**src/rtl/vga_timing_pkg.sv**
```systemverilog
// Shared 640x480@60 raster constants, the delayed sync/blank bundle and a small
// window-decode helper used by the timing generator and the renderers.
package vga_timing_pkg;

  localparam int VGA_CW    = 10;
  localparam int MAX_TOTAL = 32'd1024;

  localparam int H_VISIBLE = 32'd640;
  localparam int H_FP      = 32'd16;
  localparam int H_SYNC    = 32'd96;
  localparam int H_BP      = 32'd48;
  localparam int H_TOTAL   = H_VISIBLE + H_FP + H_SYNC + H_BP;

  localparam int V_VISIBLE = 32'd480;
  localparam int V_FP      = 32'd10;
  localparam int V_SYNC    = 32'd2;
  localparam int V_BP      = 32'd33;
  localparam int V_TOTAL   = V_VISIBLE + V_FP + V_SYNC + V_BP;

  // Bit order matches the delay-line reset vector 3'b011 (blank low, syncs high).
  typedef struct packed {
    logic blank;
    logic hs;
    logic vs;
  } vga_sync_t;

  localparam logic [2:0] SYNC_IDLE = 3'b011;

  function automatic logic in_window(input logic [VGA_CW:0] pos,
                                     input logic [VGA_CW:0] lo,
                                     input logic [VGA_CW:0] hi);
    return (pos >= lo) && (pos < hi);
  endfunction

endpackage

```
**src/rtl/vga_delay_line.sv**
```systemverilog
// Fixed-depth shift register for a small bus; every stage resets to RST_VAL so the
// output reads idle until real data has propagated through.
module vga_delay_line #(
  parameter int               WIDTH   = 3,
  parameter int               DEPTH   = 1,
  parameter logic [WIDTH-1:0] RST_VAL = '0
) (
  input  logic             clk,
  input  logic             rst_n,
  input  logic [WIDTH-1:0] data,
  output logic [WIDTH-1:0] delayed
);
  import vga_timing_pkg::*;

  logic [DEPTH-1:0][WIDTH-1:0] stage_r;

  // Shift chain: stage 0 captures the input, later stages follow one cycle apart.
  always_ff @(posedge clk or negedge rst_n) begin
    if (!rst_n) begin
      stage_r <= {DEPTH{RST_VAL}};
    end else begin
      stage_r[0] <= data;
      for (int i = 1; i < DEPTH; i++) begin
        stage_r[i] <= stage_r[i-1];
      end
    end
  end

  assign delayed = stage_r[DEPTH-1];

endmodule

```
**src/rtl/vga_timing_gen.sv**
```systemverilog
// VGA raster generator: pixel/line counters, sync and blank decode delayed to match
// renderer colour latency, plus line/frame strobes and a frame counter.
module vga_timing_gen #(
  parameter int H_VISIBLE  = vga_timing_pkg::H_VISIBLE,
  parameter int H_FP       = vga_timing_pkg::H_FP,
  parameter int H_SYNC     = vga_timing_pkg::H_SYNC,
  parameter int H_BP       = vga_timing_pkg::H_BP,
  parameter int V_VISIBLE  = vga_timing_pkg::V_VISIBLE,
  parameter int V_FP       = vga_timing_pkg::V_FP,
  parameter int V_SYNC     = vga_timing_pkg::V_SYNC,
  parameter int V_BP       = vga_timing_pkg::V_BP,
  parameter int PIPE_DELAY = 32'd1
) (
  input  logic                              vga_clk,
  input  logic                              reset_n,
  output logic [vga_timing_pkg::VGA_CW-1:0] DrawX,
  output logic [vga_timing_pkg::VGA_CW-1:0] DrawY,
  output logic                              blank,
  output logic                              hs,
  output logic                              vs,
  output logic                              line_start,
  output logic                              frame_start,
  output logic [15:0]                       frame_count
);
  import vga_timing_pkg::*;

  localparam int H_TOT = H_VISIBLE + H_FP + H_SYNC + H_BP;
  localparam int V_TOT = V_VISIBLE + V_FP + V_SYNC + V_BP;

  localparam logic [VGA_CW-1:0] H_LAST = VGA_CW'(H_TOT - 1);
  localparam logic [VGA_CW-1:0] V_LAST = VGA_CW'(V_TOT - 1);

  // One extra bit so a window ending exactly at 1024 still decodes correctly.
  localparam logic [VGA_CW:0] H_VIS_END = (VGA_CW+1)'(H_VISIBLE);
  localparam logic [VGA_CW:0] HS_LO     = (VGA_CW+1)'(H_VISIBLE + H_FP);
  localparam logic [VGA_CW:0] HS_HI     = (VGA_CW+1)'(H_VISIBLE + H_FP + H_SYNC);
  localparam logic [VGA_CW:0] V_VIS_END = (VGA_CW+1)'(V_VISIBLE);
  localparam logic [VGA_CW:0] VS_LO     = (VGA_CW+1)'(V_VISIBLE + V_FP);
  localparam logic [VGA_CW:0] VS_HI     = (VGA_CW+1)'(V_VISIBLE + V_FP + V_SYNC);

  if ((H_TOT > MAX_TOTAL) || (V_TOT > MAX_TOTAL)) begin : g_bad_total
    $error("vga_timing_gen: H_TOTAL and V_TOTAL must not exceed 1024");
  end
  if ((PIPE_DELAY < 32'd1) || (PIPE_DELAY > 32'd4)) begin : g_bad_delay
    $error("vga_timing_gen: PIPE_DELAY must be in 1..4");
  end

  logic [VGA_CW-1:0] hc_r;
  logic [VGA_CW-1:0] vc_r;
  logic              line_start_r;
  logic              frame_start_r;
  logic [15:0]       frame_count_r;
  logic              line_end_s;
  logic              frame_end_s;
  vga_sync_t         raw_s;
  vga_sync_t         sync_s;

  assign line_end_s  = (hc_r == H_LAST);
  assign frame_end_s = line_end_s && (vc_r == V_LAST);

  // Raster counters, wrap strobes and frame counter.
  always_ff @(posedge vga_clk or negedge reset_n) begin
    if (!reset_n) begin
      hc_r          <= {VGA_CW{1'b0}};
      vc_r          <= {VGA_CW{1'b0}};
      line_start_r  <= 1'b0;
      frame_start_r <= 1'b0;
      frame_count_r <= 16'd0;
    end else begin
      line_start_r  <= line_end_s;
      frame_start_r <= frame_end_s;
      if (line_end_s) begin
        hc_r <= {VGA_CW{1'b0}};
        if (frame_end_s) begin
          vc_r          <= {VGA_CW{1'b0}};
          frame_count_r <= frame_count_r + 16'd1;
        end else begin
          vc_r <= vc_r + {{(VGA_CW-1){1'b0}}, 1'b1};
        end
      end else begin
        hc_r <= hc_r + {{(VGA_CW-1){1'b0}}, 1'b1};
      end
    end
  end

  // Undelayed decode of the current counter position.
  always_comb begin
    raw_s.blank = ({1'b0, hc_r} < H_VIS_END) && ({1'b0, vc_r} < V_VIS_END);
    raw_s.hs    = !in_window({1'b0, hc_r}, HS_LO, HS_HI);
    raw_s.vs    = !in_window({1'b0, vc_r}, VS_LO, VS_HI);
  end

  vga_delay_line #(
    .WIDTH   ($bits(vga_sync_t)),
    .DEPTH   (PIPE_DELAY),
    .RST_VAL (SYNC_IDLE)
  ) u_sync_delay (
    .clk     (vga_clk),
    .rst_n   (reset_n),
    .data    (raw_s),
    .delayed (sync_s)
  );

  assign DrawX       = hc_r;
  assign DrawY       = vc_r;
  assign blank       = sync_s.blank;
  assign hs          = sync_s.hs;
  assign vs          = sync_s.vs;
  assign line_start  = line_start_r;
  assign frame_start = frame_start_r;
  assign frame_count = frame_count_r;

endmodule
```
**config.mk**
```make
export PLATFORM = sky130hd
export DESIGN_NAME = vga_timing_gen
export DESIGN_NICKNAME = d
export VERILOG_FILES = /design/src/rtl/vga_timing_pkg.sv /design/src/rtl/vga_delay_line.sv /design/src/rtl/vga_timing_gen.sv
export SDC_FILE = /design/constraint.sdc
export NUM_CORES = 1
export LEC_CHECK = 0
export CAP_MARGIN = 20
export CORE_ASPECT_RATIO = 1.1
export CORE_MARGIN = 1
export CORE_UTILIZATION = 33
export CTS_CLUSTER_SIZE = 10
export DETAILED_ROUTE_END_ITERATION = 16
export HOLD_SLACK_MARGIN = 0.15
export SLEW_MARGIN = 40
export SYNTH_ARGS = -nofsm -noshare
export SYNTH_HDL_FRONTEND = slang
export SYNTH_SLANG_ARGS = --single-unit
```
**constraint.sdc**
```tcl
create_clock -name vga_clk -period 3.7 [get_ports vga_clk]
set_input_delay 0.74 -clock vga_clk [delete_from_list [all_inputs] [get_ports vga_clk]]
set_output_delay 0.74 -clock vga_clk [all_outputs]
set_load 0.02 [all_outputs]
```
==> results of run 1 <==
## power breakdown
part / internal [mW] / total [mW] / switching (mW)
logic: 0.000706 / 0.00889 / 0.00818
clock network: 0.132 / 0.303 / 0.171
registers: 0.448 / 0.448 / 0
## layer usage
metal  vias to the layer above  track usage [%]
li1                        676                -
met1                       673             19.8
met2                        30             18.4
met3                         5             4.13
met4                         0             5.56
met5                         -                0
## through the flow
step                      utilization (%)  setup WS, ps  instance area [um2]  hold WS (ps)  cells
after global placement               42.5          1750                 2450           464    287
after global routing                 44.1          1370                 2540           451    295
after detailed placement             42.5          1740                 2450           470    287
final                                44.1          1430                 2540           405    295
after floorplan                         -          1840                 1980           444    172
after CTS                            44.1          1420                 2540           427    295
## state kept, by name (all words and copies together) (netlist names)
name / cells
frame_start: 1
line_start: 1
frame_count: 16
u_sync_delay.delayed: 3
DrawX: 10
DrawY: 10
## path summary, 6_finish.rpt
path                            slack (ps)                   startpoint  cells past startpoint                                 to
worst max-delay path                  1430           DrawX[5]$_DFF_PN0_                      1                           DrawX[5]
min in group vga_clk                   470  frame_count[15]$_DFFE_PN0P_                      1        frame_count[15]$_DFFE_PN0P_
worst min-delay path                   400                      reset_n                      1                 DrawX[4]$_DFF_PN0_
max in group asynchronous             2930                      reset_n                      1  u_sync_delay.delayed[1]$_DFF_PN1_
worst max register to register        1740         DrawY[1]$_DFFE_PN0P_                      6         frame_count[1]$_DFFE_PN0P_
worst min register to register         470  frame_count[15]$_DFFE_PN0P_                      1        frame_count[15]$_DFFE_PN0P_
## Yosys cell counts (all sizes together) (4+ instances only)
master  count  area share (%)
buf         4             1.9
nand2      15             3.2
nor3        6             1.8
xnor2      18             8.0
nand4       9             3.2
o21ai       5             1.3
nor2       11             2.5
xor2        9             4.0
and3        7             2.2
nand3      12             3.9
ha          5             3.2
dfrtp      39              49
inv         8             1.5
## layout make-up
class                   count  area, um2  area share [%]
well taps                  77       96.3            3.79
multi-input cells         118        871            34.2
clock inverters             3       22.5           0.885
clock buffers               5       68.8            2.71
repair buffers             42        418            16.4
flip-flops and latches     41       1030            40.4
inverters                   9       38.8            1.52
## cell families after synthesis
family | count (synthesis) | share of synthesized area [%]
AOI/OAI and AO/OA | 9 | 2.66
xor gates and xnor gates | 27 | 12.0
adders and majority gates | 5 | 3.17
buffers and inverters | 13 | 3.86
DFF | 41 | 52.1
muxes | 1 | 0.570
and+or+nand+nor | 76 | 25.7
==> results.toml, run 1 <==
[clock_network]
cts.reportedPaths.clkPinSlew_ps = 80
cts-root-buf = "clkbuf_8"
cts_buffer_depth = 2
htree_levels = 2
cts_resized = 0
cts_num_sinks = 41
cts_buffers = 5
cts_tree = "built"
ctsHoldBuffers = 0
cts_setup_buffers = 0
insertion_delay_ps = 300

[sta]
finClkSkew_ps = 4.61
slew_violations = 0
fin_crit_sh_pct = 61.2
rsz0062_at_grt = "no"
relSlewSlack_pct = 66.1
finalHoldViolations = 0
worstMarginPinSlew_ps = 508
fmaxAchievable_mhz = 441
post-route-min-period_ps = 2270
setup-violations-final = 0
final.setup.tns_ps = 0

[cells_and_area]
n_antenna_cell = 0
layout_commonest_cell = "clkdlybuf4s50_1"
fin_nets = 224
final_cell_mix = "41 x clkdlybuf4s50_1, 39 x dfrtp_1, 18 x xnor2_1"
drive_gt1_share_pct = 12.4
area_delta_synth_final_pct = 28.8
fillers = 542

[flow_run]
cap_viol_max_count = 0

[power_and_ir_drop]
p_leak_nw = 1.10
irDropWorstVdd_v = 0.000137
p_per_area_mw_per_mm2 = 299
p_total_mw = 0.760

[setup_path]
crit_path_end_kind = "output pin"
cp-start-kind = "register"
cp_slowest_stage_delay_ps = 670
worst-setup-path-type = "reg -> out"
cpMaxStageDelayCell = "clkdlybuf4s50_1"
path_cells = "clkdlybuf4s50_1"
crit_buf_inv = 1
critical_path.top_delay_family = "buffers and inverters"
worstPathRequired_ps = 2960
crit_arrival_ps = 1530
path_max_fanout = 10

[yosys]
async_reset_ff_share_pct = 100
synth_top_flop_cell = "dfrtp_1"
synth_edf_count = 0
synth_cell_type_count = 40
syn-num-nets = 179
synth_warnings = 0
netlist_instances = 172
synth_seq_cells = 41
avgSynthCellArea_um2 = 11.5
seq_area_frac_synth_pct = 52.1
netlist_area_mm2 = 0.00198

[global_route]
antenna_found_initial = 0
track_usage_pct = 13.6
globalRouteOverflowTotal = 0
grt_max_degree = 42
grt_pass1_vias = 1271
grt_pass1_wl_um = 6350

[place]
globalplace.congestion = 0.803
hpwl_um = 2660
port_buffers = 42

[floorplan]
die_x_um = 75.8
core_mm2 = 0.00577
rows = 29
initial_core_util_pct = 34.2
fp.dieH_um = 83.2
io_pins = 43
die-area_mm2 = 0.00630

[route]
top_layer = "met4"
drc = 0
ant_nets = 0
wirelength_um = 3850
wl_met3_um = 173
m1WireLength_um = 1930
num_vias = 1384
drtIter0Drc = 83
avgViaCountPerCell = 4.69
wire_per_inst_um = 13.0
wl_met2_um = 1690
drt_first_pass_iters = 4

[worst_hold_path]
hp-class = "in -> async"

[status]
outcome = "finished clean"
Power figures use the tool's default switching activity.
==> run 2: changes to the inputs <==
Clock period 3.7 ns to 2.2 ns, I/O delays scaled along.
==> run 2 against run 1 <==
Net effect:
- critical path type is now reg -> reg
- die area is the same
- critical path depth increased by 6
- combinational power grew 78%
- highest routed layer unchanged
- hold slack got worse by 200 ps
- core utilization rose by 0.065 points
==> results.toml, run 2 (same netlist as run 1, synthesis figures left out) <==
[clock_network]
ctsHoldBuffers = 0
cts.reportedPaths.clkPinSlew_ps = 70
insertion_delay_ps = 290
cts_setup_buffers = 0
cts_buffer_depth = 2
cts_tree = "built"
cts_buffers = 5
htree_levels = 2
cts-root-buf = "clkbuf_8"
cts_num_sinks = 41
cts_resized = 0

[sta]
finalHoldViolations = 0
fmaxAchievable_mhz = 505
final.setup.tns_ps = 0
relSlewSlack_pct = 66.0
slew_violations = 0
timing.hold.ws_ps = 201
setup-violations-final = 0
rsz0062_at_grt = "no"
finClkSkew_ps = 4.66
post-route-min-period_ps = 1980
worstMarginPinSlew_ps = 511
fin_crit_sh_pct = 90.0

[floorplan]
core_mm2 = 0.00577
fp.dieH_um = 83.2
io_pins = 43
rows = 29
initial_core_util_pct = 34.2
die_x_um = 75.8
die-area_mm2 = 0.00630

[route]
drc = 0
drt_first_pass_iters = 4
ant_nets = 0
avgViaCountPerCell = 4.61
num_vias = 1370
wirelength_um = 3650
drtIter0Drc = 98
wire_per_inst_um = 12.3

[setup_path]
worstPathRequired_ps = 2380
crit_path_end_kind = "register"
cpMaxStageDelayCell = "nor4_4"
worst-setup-path-type = "reg -> reg"
path_max_fanout = 5
cp-start-kind = "register"
crit_arrival_ps = 2160
critical_path.top_delay_family = "simple AND/OR/NAND/NOR gates"
path_cells = "inv_1 -> ha_1 -> and4bb_2 -> nand4_2 -> nor4_4 -> nand2_1 -> xnor2_1"
cp_slowest_stage_delay_ps = 460
crit_buf_inv = 1

[global_route]
track_usage_pct = 13.0
globalRouteOverflowTotal = 0
grt_pass1_vias = 1323
antenna_found_initial = 0
grt_max_degree = 42
grt_pass1_wl_um = 6270

[cells_and_area]
drive_gt1_share_pct = 12.7
n_antenna_cell = 0
largest_reg_flops = 16
layout_commonest_cell = "clkdlybuf4s50_1"
fin_nets = 226
area_delta_synth_final_pct = 28.9
final_cell_mix = "41 x clkdlybuf4s50_1, 39 x dfrtp_1, 18 x xnor2_1"

[power_and_ir_drop]
irDropWorstVdd_v = 0.000214
p_leak_nw = 1.12
p_per_area_mw_per_mm2 = 484
p_total_mw = 1.23

[status]
outcome = "finished clean"

[worst_hold_path]
hp-class = "in -> async"

[place]
globalplace.congestion = 0.753
hpwl_um = 2600
port_buffers = 42

[flow_run]
cap_viol_max_count = 0
## run 2: per-stage QoR
step	instance area, um2	util (%)	std cells	worst slack, ps
final	2550	44.2	297	220
after global routing	2550	44.2	297	95.8
after CTS	2550	44.2	297	204
after detailed placement	2460	42.7	289	223
after global placement	2460	42.7	289	260
after floorplan	1980	-	172	340
## run 2: cell type report
| class | instances | area (um2) |
|---|---|---|
| repair buffers | 44 | 430 |
| inverters | 9 | 38.8 |
| clock inverters | 2 | 10.0 |
| flip-flops and latches | 41 | 1030 |
| well taps | 77 | 96.3 |
| multi-input cells | 118 | 871 |
| fillers | 545 | 3220 |
| clock buffers | 6 | 72.6 |
## run 2: path summary, 6_finish.rpt
| check | start | end | slack [ps] | depth (start not counted) |
|---|---|---|---|---|
| max in group asynchronous | reset_n | line_start$_DFF_PN0_ | 1640 | 2 |
| min in group vga_clk | frame_count[15]$_DFFE_PN0P_ | frame_count[15]$_DFFE_PN0P_ | 470 | 1 |
| max | DrawY[0]$_DFFE_PN0P_ | frame_count[10]$_DFFE_PN0P_ | 220 | 7 |
| min reg2reg | frame_count[15]$_DFFE_PN0P_ | frame_count[15]$_DFFE_PN0P_ | 470 | 1 |
| max reg2reg | DrawY[0]$_DFFE_PN0P_ | frame_count[10]$_DFFE_PN0P_ | 220 | 7 |
| min | reset_n | DrawX[6]$_DFF_PN0_ | 200 | 2 |
## run 2: power breakdown
part | internal [mW] | switching, mW | leakage [nW] | total [mW]
combinational | 0.00179 | 0.0140 | 0.527 | 0.0158
sequential | 0.753 | 0 | 0.546 | 0.753
clock | 0.220 | 0.243 | 0.0450 | 0.463
## run 2: metal layers
layer / up-vias / GRT usage, % / wire length [um]
met3: 7 / 3.52 / 154
met1: 651 / 18.6 / 1820
met5: - / 0 / 0
met4: 0 / 5.05 / 59
li1: 683 / - / -
met2: 29 / 18.5 / 1610
